### src/rtl/pipe_divider.sv
// Multi-cycle restoring integer divider for the RV64 EX stage with valid/ready handshakes,
// RV64M word ops, RISC-V special-case results and flush. Optional early-out: DIVIDER_EARLY_OUT_EN.
module pipe_divider #(
  parameter int XLEN = 64,
  parameter int WLEN = 32
) (
  input  logic            clock,
  input  logic            reset,
  input  logic            flush,
  input  logic            in_valid,
  output logic            in_ready,
  input  logic            div_signed,
  input  logic            word_op,
  input  logic [XLEN-1:0] dividend,
  input  logic [XLEN-1:0] divisor,
  output logic            out_valid,
  input  logic            out_ready,
  output logic [XLEN-1:0] quotient,
  output logic [XLEN-1:0] remainder
);

  localparam int CW = $clog2(XLEN);
  localparam logic [CW-1:0]   CNT_X    = CW'(XLEN - 1);
  localparam logic [CW-1:0]   CNT_W    = CW'(WLEN - 1);
  localparam logic [CW-1:0]   CNT_ZERO = {CW{1'b0}};
  localparam logic [CW-1:0]   CNT_ONE  = {{(CW-1){1'b0}}, 1'b1};
  localparam logic [XLEN-1:0] ZERO_X   = {XLEN{1'b0}};
  localparam logic [XLEN-1:0] ONES_X   = {XLEN{1'b1}};
  localparam logic [XLEN-1:0] ONE_X    = {{(XLEN-1){1'b0}}, 1'b1};
  localparam logic [XLEN-1:0] MIN_X    = {1'b1, {(XLEN-1){1'b0}}};
  localparam logic [XLEN-1:0] MIN_W    = {{(XLEN-WLEN+1){1'b1}}, {(WLEN-1){1'b0}}};
  localparam logic [1:0]      KIND_DIV0  = 2'd0;
  localparam logic [1:0]      KIND_OVF   = 2'd1;
  localparam logic [1:0]      KIND_EARLY = 2'd2;

  typedef enum logic [1:0] {
    IDLE    = 2'd0,
    SPECIAL = 2'd1,
    CALC    = 2'd2,
    DONE    = 2'd3
  } state_t;

  function automatic logic [XLEN-1:0] negate(input logic [XLEN-1:0] x);
    negate = ~x + ONE_X;
  endfunction

  // Results of word ops are always sign-extended from bit WLEN-1.
  function automatic logic [XLEN-1:0] word_ext(input logic [XLEN-1:0] x, input logic w);
    if (w) word_ext = {{(XLEN-WLEN){x[WLEN-1]}}, x[WLEN-1:0]};
    else   word_ext = x;
  endfunction

  function automatic logic [XLEN-1:0] op_ext(input logic [XLEN-1:0] x, input logic w,
                                             input logic s);
    if (w && s)  op_ext = {{(XLEN-WLEN){x[WLEN-1]}}, x[WLEN-1:0]};
    else if (w)  op_ext = {{(XLEN-WLEN){1'b0}}, x[WLEN-1:0]};
    else         op_ext = x;
  endfunction

  function automatic logic [XLEN-1:0] magnitude(input logic [XLEN-1:0] x, input logic s);
    if (s && x[XLEN-1]) magnitude = negate(x);
    else                magnitude = x;
  endfunction

  state_t          state_r, state_nxt_s;
  logic [XLEN-1:0] a_r, b_r, quo_r, rem_r, dmag_r;
  logic [XLEN-1:0] quotient_r, remainder_r;
  logic            signed_r, word_r, prep_r, neg_q_r, neg_r_r, out_valid_r;
  logic [1:0]      kind_r;
  logic [CW-1:0]   count_r;

  logic [XLEN-1:0] a_ext_s, b_ext_s, quo_nxt_s, rem_nxt_s;
  logic [XLEN-1:0] q_fix_s, r_fix_s, q_spec_s, r_spec_s, amag_s;
  logic [XLEN:0]   shifted_s, diff_s;
  logic            zero_s, ovf_s, early_s, accept_s, ge_s;

  assign in_ready  = (state_r == IDLE);
  assign out_valid = out_valid_r;
  assign quotient  = quotient_r;
  assign remainder = remainder_r;

  assign accept_s = in_valid && (state_r == IDLE) && !flush;
  assign a_ext_s  = op_ext(dividend, word_op, div_signed);
  assign b_ext_s  = op_ext(divisor, word_op, div_signed);
  assign zero_s   = (b_ext_s == ZERO_X);
  assign ovf_s    = div_signed && (b_ext_s == ONES_X) &&
                    (a_ext_s == (word_op ? MIN_W : MIN_X));

`ifdef DIVIDER_EARLY_OUT_EN
  assign early_s = !zero_s &&
                   (magnitude(a_ext_s, div_signed) < magnitude(b_ext_s, div_signed));
`else
  assign early_s = 1'b0;
`endif

  // One restoring step; the remainder stays below the divisor, so diff_s[XLEN] is the borrow.
  assign shifted_s = {rem_r, quo_r[XLEN-1]};
  assign diff_s    = shifted_s - {1'b0, dmag_r};
  assign ge_s      = !diff_s[XLEN];
  assign rem_nxt_s = ge_s ? diff_s[XLEN-1:0] : shifted_s[XLEN-1:0];
  assign quo_nxt_s = {quo_r[XLEN-2:0], ge_s};
  assign q_fix_s   = word_ext(neg_q_r ? negate(quo_nxt_s) : quo_nxt_s, word_r);
  assign r_fix_s   = word_ext(neg_r_r ? negate(rem_nxt_s) : rem_nxt_s, word_r);
  assign amag_s    = magnitude(a_r, signed_r);

  // Special-case result selection.
  always_comb begin
    q_spec_s = ZERO_X;
    r_spec_s = ZERO_X;
    case (kind_r)
      KIND_DIV0: begin
        q_spec_s = ONES_X;
        r_spec_s = word_ext(a_r, word_r);
      end
      KIND_OVF: begin
        q_spec_s = word_ext(a_r, word_r);
        r_spec_s = ZERO_X;
      end
      KIND_EARLY: begin
        q_spec_s = ZERO_X;
        r_spec_s = word_ext(a_r, word_r);
      end
      default: begin
        q_spec_s = ZERO_X;
        r_spec_s = ZERO_X;
      end
    endcase
  end

  // Next-state logic; flush wins over every transition.
  always_comb begin
    state_nxt_s = state_r;
    if (flush) begin
      state_nxt_s = IDLE;
    end else begin
      case (state_r)
        IDLE: begin
          if (accept_s) state_nxt_s = (zero_s || ovf_s || early_s) ? SPECIAL : CALC;
          else          state_nxt_s = IDLE;
        end
        SPECIAL: begin
          if (!prep_r) state_nxt_s = DONE;
          else         state_nxt_s = SPECIAL;
        end
        CALC: begin
          if (!prep_r && (count_r == CNT_ZERO)) state_nxt_s = DONE;
          else                                  state_nxt_s = CALC;
        end
        DONE: begin
          if (out_ready) state_nxt_s = IDLE;
          else           state_nxt_s = DONE;
        end
        default: state_nxt_s = IDLE;
      endcase
    end
  end

  // State register.
  always_ff @(posedge clock) begin
    if (!reset) state_r <= IDLE;
    else        state_r <= state_nxt_s;
  end

  // Operand capture; the cycle after accept conditions operands into magnitudes.
  always_ff @(posedge clock) begin
    if (!reset) begin
      a_r      <= ZERO_X;
      b_r      <= ZERO_X;
      signed_r <= 1'b0;
      word_r   <= 1'b0;
      kind_r   <= KIND_DIV0;
      prep_r   <= 1'b0;
    end else begin
      prep_r <= accept_s;
      if (accept_s) begin
        a_r      <= a_ext_s;
        b_r      <= b_ext_s;
        signed_r <= div_signed;
        word_r   <= word_op;
        kind_r   <= zero_s ? KIND_DIV0 : (ovf_s ? KIND_OVF : KIND_EARLY);
      end
    end
  end

  // Shift-subtract datapath and iteration counter.
  always_ff @(posedge clock) begin
    if (!reset) begin
      quo_r   <= ZERO_X;
      rem_r   <= ZERO_X;
      dmag_r  <= ZERO_X;
      neg_q_r <= 1'b0;
      neg_r_r <= 1'b0;
      count_r <= CNT_ZERO;
    end else if ((state_r == CALC) && prep_r) begin
      quo_r   <= word_r ? (amag_s << (XLEN - WLEN)) : amag_s;
      rem_r   <= ZERO_X;
      dmag_r  <= magnitude(b_r, signed_r);
      neg_q_r <= signed_r && (a_r[XLEN-1] ^ b_r[XLEN-1]);
      neg_r_r <= signed_r && a_r[XLEN-1];
      count_r <= word_r ? CNT_W : CNT_X;
    end else if (state_r == CALC) begin
      quo_r <= quo_nxt_s;
      rem_r <= rem_nxt_s;
      if (count_r != CNT_ZERO) count_r <= count_r - CNT_ONE;
    end
  end

  // Result registers, loaded only on entry to DONE and held through backpressure.
  always_ff @(posedge clock) begin
    if (!reset) begin
      quotient_r  <= ZERO_X;
      remainder_r <= ZERO_X;
      out_valid_r <= 1'b0;
    end else begin
      out_valid_r <= (state_nxt_s == DONE);
      if ((state_r == CALC) && (state_nxt_s == DONE)) begin
        quotient_r  <= q_fix_s;
        remainder_r <= r_fix_s;
      end else if ((state_r == SPECIAL) && (state_nxt_s == DONE)) begin
        quotient_r  <= q_spec_s;
        remainder_r <= r_spec_s;
      end
    end
  end

endmodule

### config.mk
export PLATFORM = sky130hd
export DESIGN_NAME = pipe_divider
export DESIGN_NICKNAME = d
export VERILOG_FILES = /design/src/rtl/pipe_divider.sv
export SDC_FILE = /design/constraint.sdc
export NUM_CORES = 2
export LEC_CHECK = 0
export BUFFER_PORTS_ARGS = -buffer_cell sky130_fd_sc_hd__buf_2
export CELL_PAD_IN_SITES_DETAIL_PLACEMENT = 0
export CELL_PAD_IN_SITES_GLOBAL_PLACEMENT = 1
export CORE_MARGIN = 2
export CORE_UTILIZATION = 40
export DETAILED_ROUTE_END_ITERATION = 8
export GPL_TIMING_DRIVEN = 1
export HOLD_SLACK_MARGIN = 0.1
export PLACE_DENSITY = 0.78
export REMOVE_ABC_BUFFERS = 1
export SLEW_MARGIN = 10
export SYNTH_ARGS = -nofsm -noshare
export SYNTH_HDL_FRONTEND = slang
export SYNTH_SLANG_ARGS = --single-unit
### constraint.sdc
create_clock -name clock -period 7.8 [get_ports clock]
set_input_delay 0.39 -clock clock [delete_from_list [all_inputs] [get_ports clock]]
set_output_delay 0.39 -clock clock [all_outputs]
set_load 0.02 [all_outputs]
== After elaboration in Yosys (flattened, before gate mapping) ==
Index checks and enable logic that the tools add are counted.

* Output and inout bits: 130
* Bits of input ports: 135
* Word-level logic and storage cells: 98
* Register bits: 464

* Equal/unequal tests: 8
* Mux-type cells: 35
* Reduce and logical (&&, ||, !) cells: 27
* $add $sub $neg: 6
* Bitwise gates (word level): 6

{| class="wikitable"
|+ Operator list
! cell !! count
|-
| 2-to-1 mux 64 bit || 20
|-
| adder 64 x 1 -> 64 bit (second input constant) || 4
|-
| inverter 64 bit || 4
|-
| case mux 64 bit (2 select lines) || 1
|-
| subtractor 65 x 64 -> 65 bit || 1
|-
| == test 64 bit || 1
|-
| == test 64 bit (second input constant) || 1
|-
| zero test 64 bit || 1
|-
| 2-to-1 mux 63 bit || 1
|-
| 2-to-1 mux 6 bit || 4
|-
| 2-to-1 mux 2 bit || 7
|-
| logical AND 1 bit || 12
|-
| == test 2 bit (second input constant) || 4
|-
| case mux 2 bit (4 select lines) || 1
|-
| zero test 6 bit || 1
|-
| nonzero test 2 bit || 3
|-
| nonzero test 6 bit || 1
|-
| subtractor 6 x 1 -> 6 bit (second input constant) || 1
|-
| == test 2 x 1 -> 1 bit (second input constant) || 2
|-
| zero test 2 bit || 2
|-
| OR reduction 2 bit || 2
|-
| zero test 1 bit || 3
|-
| AND reduction 2 bit || 1
|-
| logical OR 1 bit || 1
|-
| 3 further kinds || 3
|}

== Longest topological paths before layout ==
* Word-level depth: 14
* Gate-level depth with buffers: 31
* Depth with buffers taken out: 25

== Worst setup path after synthesis ==
OpenSTA, ideal clock, no wires.

* Path kind: register to register
* Start point: reg quo_r[63]
* End point: reg remainder_r[52], in the netlist remainder[52]
* Period minus slack after synthesis: 5,494 ps
* Cell stages (with the launch flop): 28
* Arrival time: 5,377 ps
* Slack: 2,306 ps
* Path through: dfxtp_1 > inv_1 > ha_1 > fa_1 > and2b_1 > o31ai_1 > o21ai_0 > a21oi_2 > nor4b_4 > nor3_2 > nor2_4 > inv_4 > buf_4 > buf_4 > buf_2 > a21oi_1 > ha_1 > inv_1 > or3_1 > nor3_1 > nand3_1 > o22ai_1 > nand3_1 > buf_2 > o31ai_1 > xor2_1 > a21boi_1 > nor2_1

* Longest elaborated chain between the ends: 7

{| class="wikitable"
|+ RTL lines
! what !! line !! source
|-
| from (decl) || 66 || <nowiki>logic [XLEN-1:0] a_r, b_r, quo_r, rem_r, dmag_r;</nowiki>
|-
| from (signal assigned) || 195 || <nowiki>quo_r <= word_r ? (amag_s << (XLEN - WLEN)) : amag_s;</nowiki>
|-
| from (signal assigned) || 202 || <nowiki>quo_r <= quo_nxt_s;</nowiki>
|-
| subtractor 65 x 64 -> 65 bit || 98 || <nowiki>assign diff_s = shifted_s - {1'b0, dmag_r};</nowiki>
|-
| 2-to-1 mux 64 bit (*) || 100 || <nowiki>assign rem_nxt_s = ge_s ? diff_s[XLEN-1:0] : shifted_s[XLEN-1:0];</nowiki>
|-
| inverter 64 bit || 44 || <nowiki>negate = ~x + ONE_X;</nowiki>
|-
| adder 64 x 1 -> 64 bit || 44 ||
|-
| 2-to-1 mux 64 bit (*) || 103 || <nowiki>assign r_fix_s = word_ext(neg_r_r ? negate(rem_nxt_s) : rem_nxt_s, word_r);</nowiki>
|-
| 2-to-1 mux 64 bit (*) || 49 || <nowiki>if (w) word_ext = {{(XLEN-WLEN){x[WLEN-1]}}, x[WLEN-1:0]};</nowiki>
|-
| 2-to-1 mux 64 bit (*) || 216 || <nowiki>if ((state_r == CALC) && (state_nxt_s == DONE)) begin</nowiki>
|-
| to (signal assigned) || 218 || <nowiki>remainder_r <= r_fix_s;</nowiki>
|-
| to (signal assigned) || 221 || <nowiki>remainder_r <= r_spec_s;</nowiki>
|-
| to (decl) || 67 || <nowiki>logic [XLEN-1:0] quotient_r, remainder_r;</nowiki>
|}

Mark *: on every way between the ends. The rest lies on a longest branch, timed or not.
A chain may end at the register's enable or synchronous reset.

== Worst setup path in the final report ==
Same ends and word-level chain as after synthesis.

==> metrics.md <==
| Metric | Value |
|---|---|
| DR WL/cell | `23.7 um` |
| Longest Clk Path Bufs | `3` |
| Initial antenna violation count | `6` |
| RD Place Congestion | `0.979` |
| CTS resizes | `0` |
| Measured slew at the worst slew-check pin | `1130 ps` |
| Critical path type | `reg -> reg` |
| Worst Path Required | `8370 ps` |
| Setup TNS | `0 ps` |
| CP max stage delay | `630 ps` |
| DRT Wirelength | `133,000 um` |
| Vias in the first global route | `32,030` |
| Power Total | `8450 uW` |
| CTS Sinks | `464` |
| Drt first pass iters | `6` |
| Die Wd | `285 um` |
| Via count | `34,313` |
| Top post-synthesis cells by area | `dfxtp_1 29%, a21oi_1 7.4%, nor2_1 5.7%, nand2_1 5.6%, xnor2_1 5.0%` |
| # DRC | `0` |
| Netlist cell types | `104` |
| Die Span Y | `285 um` |
| Multi-input logic area | `20,500 um^2` |
| Post-Syn Instances | `4,330` |
| Static Leak | `0.0135 uW` |
| Total CTS buffers | `53` |
| Status | `complete, no violations` |
| Critical path's slowest cell | `nor3_1` |
| Area growth from synthesis to layout | `15.1%` |
| Htree depth | `2` |
| Seq/Total Area, Yosys | `0.293` |
| Crit. End Element | `flip-flop` |
| Hold Vio Cnt, Final | `0` |
| Total Routing Usage GR | `0.313` |
| Slew Viols, Final | `0` |
| Post-DR vias/cell | `6.15` |
| Clk slew on worst S/H paths | `60 ps` |
| Setup Buffers After CTS | `0` |
| Count of final setup violators | `0` |
| Critical-path maximum fanout | `29` |
| Yosys warnings | `0` |
| Largest net degree at the start of global routing | `182` |
| Yosys reg bits | `464` |
| Port bufs | `264` |
| Clk_lat worst skew | `640 ps` |
| MaxCap Viol Count | `0` |
| Worst Hold Class | `in -> reg` |
| PwrDens | `232 nW/um^2` |
| Initial Utilization | `0.402` |
| Post-synth ARST share | `0` |
| CP startpoint kind | `flip-flop` |
| Origin of the worst setup path | `quo_r[63]` |
| Layout cells sized above 1 | `0.107` |
| Global-route wire length before repair | `198,000 um` |
| RR Startpoint | `quo_r[63]` |
| Average cell area after synthesis | `7.31 um^2` |
| Layout fillers | `7,989` |
| Synth area leader | `dfxtp_1` |
| Antenna Nets Post-Route | `0` |
| Register area | `9300 um^2` |
| Full die area | `81,400 um^2` |
| Max rail drop VDD | `0.188 mV` |
| Fmax | `149 MHz` |
| # IOs | `265` |
| Fin crit period | `6720 ps` |
| RSZ-0062 raised after global routing | `false` |
| CTS tree | `yes` |
| Fin crit share | `0.862` |
| Top-area cell type share of the netlist area | `0.293` |
| Synth Flop Type | `dfxtp_1` |
| Total gr overflow | `0` |
| Post-Syn Area | `31,700 um^2` |
| Row count | `103` |
| Slew margin rel. | `0.244` |
| Root Buffer | `clkbuf_16` |
| Critical path arrival | `7300 ps` |
| Skew final | `25.6 ps` |
| NumNets Final | `4,689` |
| HPWL after detailed placement | `97,300 um` |
| DRT iter0 DRCs | `3,759` |
| Min-delay src | `dividend[63]` |
| Post-synth EDFFs | `0` |
| Core Region | `78,700 um^2` |
| Crit-path cells | `inv_1 > ha_1 > fa_1 > and2b_1 > o31ai_1 > o21ai_0 > a21oi_2 > nor4b_4 > o21a_1 > nor2_4 > inv_4 > nor2_1 > a21oi_1 > ha_1 > inv_1 > or3_1 > nor3_1 > nand3_1 > o22ai_1 > nand3_1 > o31ai_1 > xor2_1 > a21boi_1 > nor2_1` |
[report_power, final]
| group | internal (uW) | switching, uW |
|---|---|---|
| Sequential | 2460 | 136 |
| Clock | 1470 | 1120 |
| Combinational | 1060 | 2210 |
| Total | 4990 | 3470 |
[layout make-up]
cell class,instances,area share
multi-input combinational,3381,0.563
sequential,464,0.255
timing repair buffer,441,0.0817
clock buffer,78,0.0434
tap,1050,0.0361
inverter,143,0.0150
clock inverter,20,0.00508
antenna,3,0.000206
[placed cells by master (no fill, tap or decap), drive strengths merged, types with 61 or more instances in the layout]
master	synthesis	layout
nor2	481	481
nand2	472	472
a21oi	469	469
dfxtp	464	464
buf	63	316
o21ai	271	271
a211oi	211	211
xnor2	179	179
inv	143	144
nor3	135	135
dlygate4sd3	0	125
o221ai	93	93
xor2	78	78
clkbuf	279	78
nand4	77	77
ha	69	69
nor4	69	69
nand3	61	61
o31ai	61	61
[Yosys cell counts (40+ instances only)]
cell and number:
mux2i_1 40, or3_1 46, nor2_1 478, nand4_1 75, xor2_1 78, o221ai_1 93
clkbuf_1 278, ha_1 69, o31ai_1 57, nor3_1 132, a21oi_1 466, nand2_1 471
buf_2 43, nor4_1 66, o21ai_0 244, inv_1 140, xnor2_1 179, nand3_1 59
dfxtp_1 464, a211oi_1 208
[state kept, by name, summed over array words and instances (netlist names), 2 cells and up]
name	count
a_r	64
b_r	64
dmag_r	64
quo_r	64
quotient	64
rem_r	64
remainder	64
count_r	6
kind_r	2
state_r	2
[critical path: cells and delay by family (launching register included)]
kind                       cells  cell delay, ps
AOI/OAI and AO/OA              8            2200
adders and majority gates      3             890
and+or+nand+nor                9            2650
buffers and inverters          3             370
DFF                            1             370
xor gates and xnor gates       1             180
[worst paths after layout]
path	end	slack, ps	depth (start not counted)
max	remainder[52]	1080	24
min	a_r[63]	120	3
max reg2reg	remainder[52]	1080	24
min reg2reg	dmag_r[57]	470	2
[timing repair]
| item | in CTS | in global routing |
|---|---|---|
| endpoints found under the setup margin | 0 | 0 |
| endpoints found under the hold margin | 125 | 0 |
| hold buffers | 125 | 0 |
[stage by stage]
step                      hold slack, ps   util  cells  instance area [um^2]  setup slack [ps]
after floorplan                      432      -   3988                 30300             -5440
after global placement               442  0.424   5354                 33400              1390
after detailed placement             455  0.424   5354                 33400              1250
after CTS                            101  0.463   5577                 36400              1230
after global routing                 126  0.463   5577                 36400               559
final                                123  0.463   5580                 36400              1080
[layer usage]
metal | global-route usage | routed length (um) | vias up
met3 | 0.0623 | 12000 | 244
met2 | 0.491 | 58400 | 1549
met4 | 0.105 | 4690 | 4
met5 | 0 | 27 | -
met1 | 0.427 | 57400 | 16301
li1 | - | - | 16215
[cell families after synthesis]
kind of cell    count (synthesis)  synth area share
flops                         464             0.293
mux                            50            0.0162
fa+ha+maj                      70            0.0279
compound gates               1452             0.299
xor+xnor                      257            0.0711
simple gates                 1552             0.232
buf+inv                       485            0.0605
No activity file was read; power rests on OpenSTA's default activity.
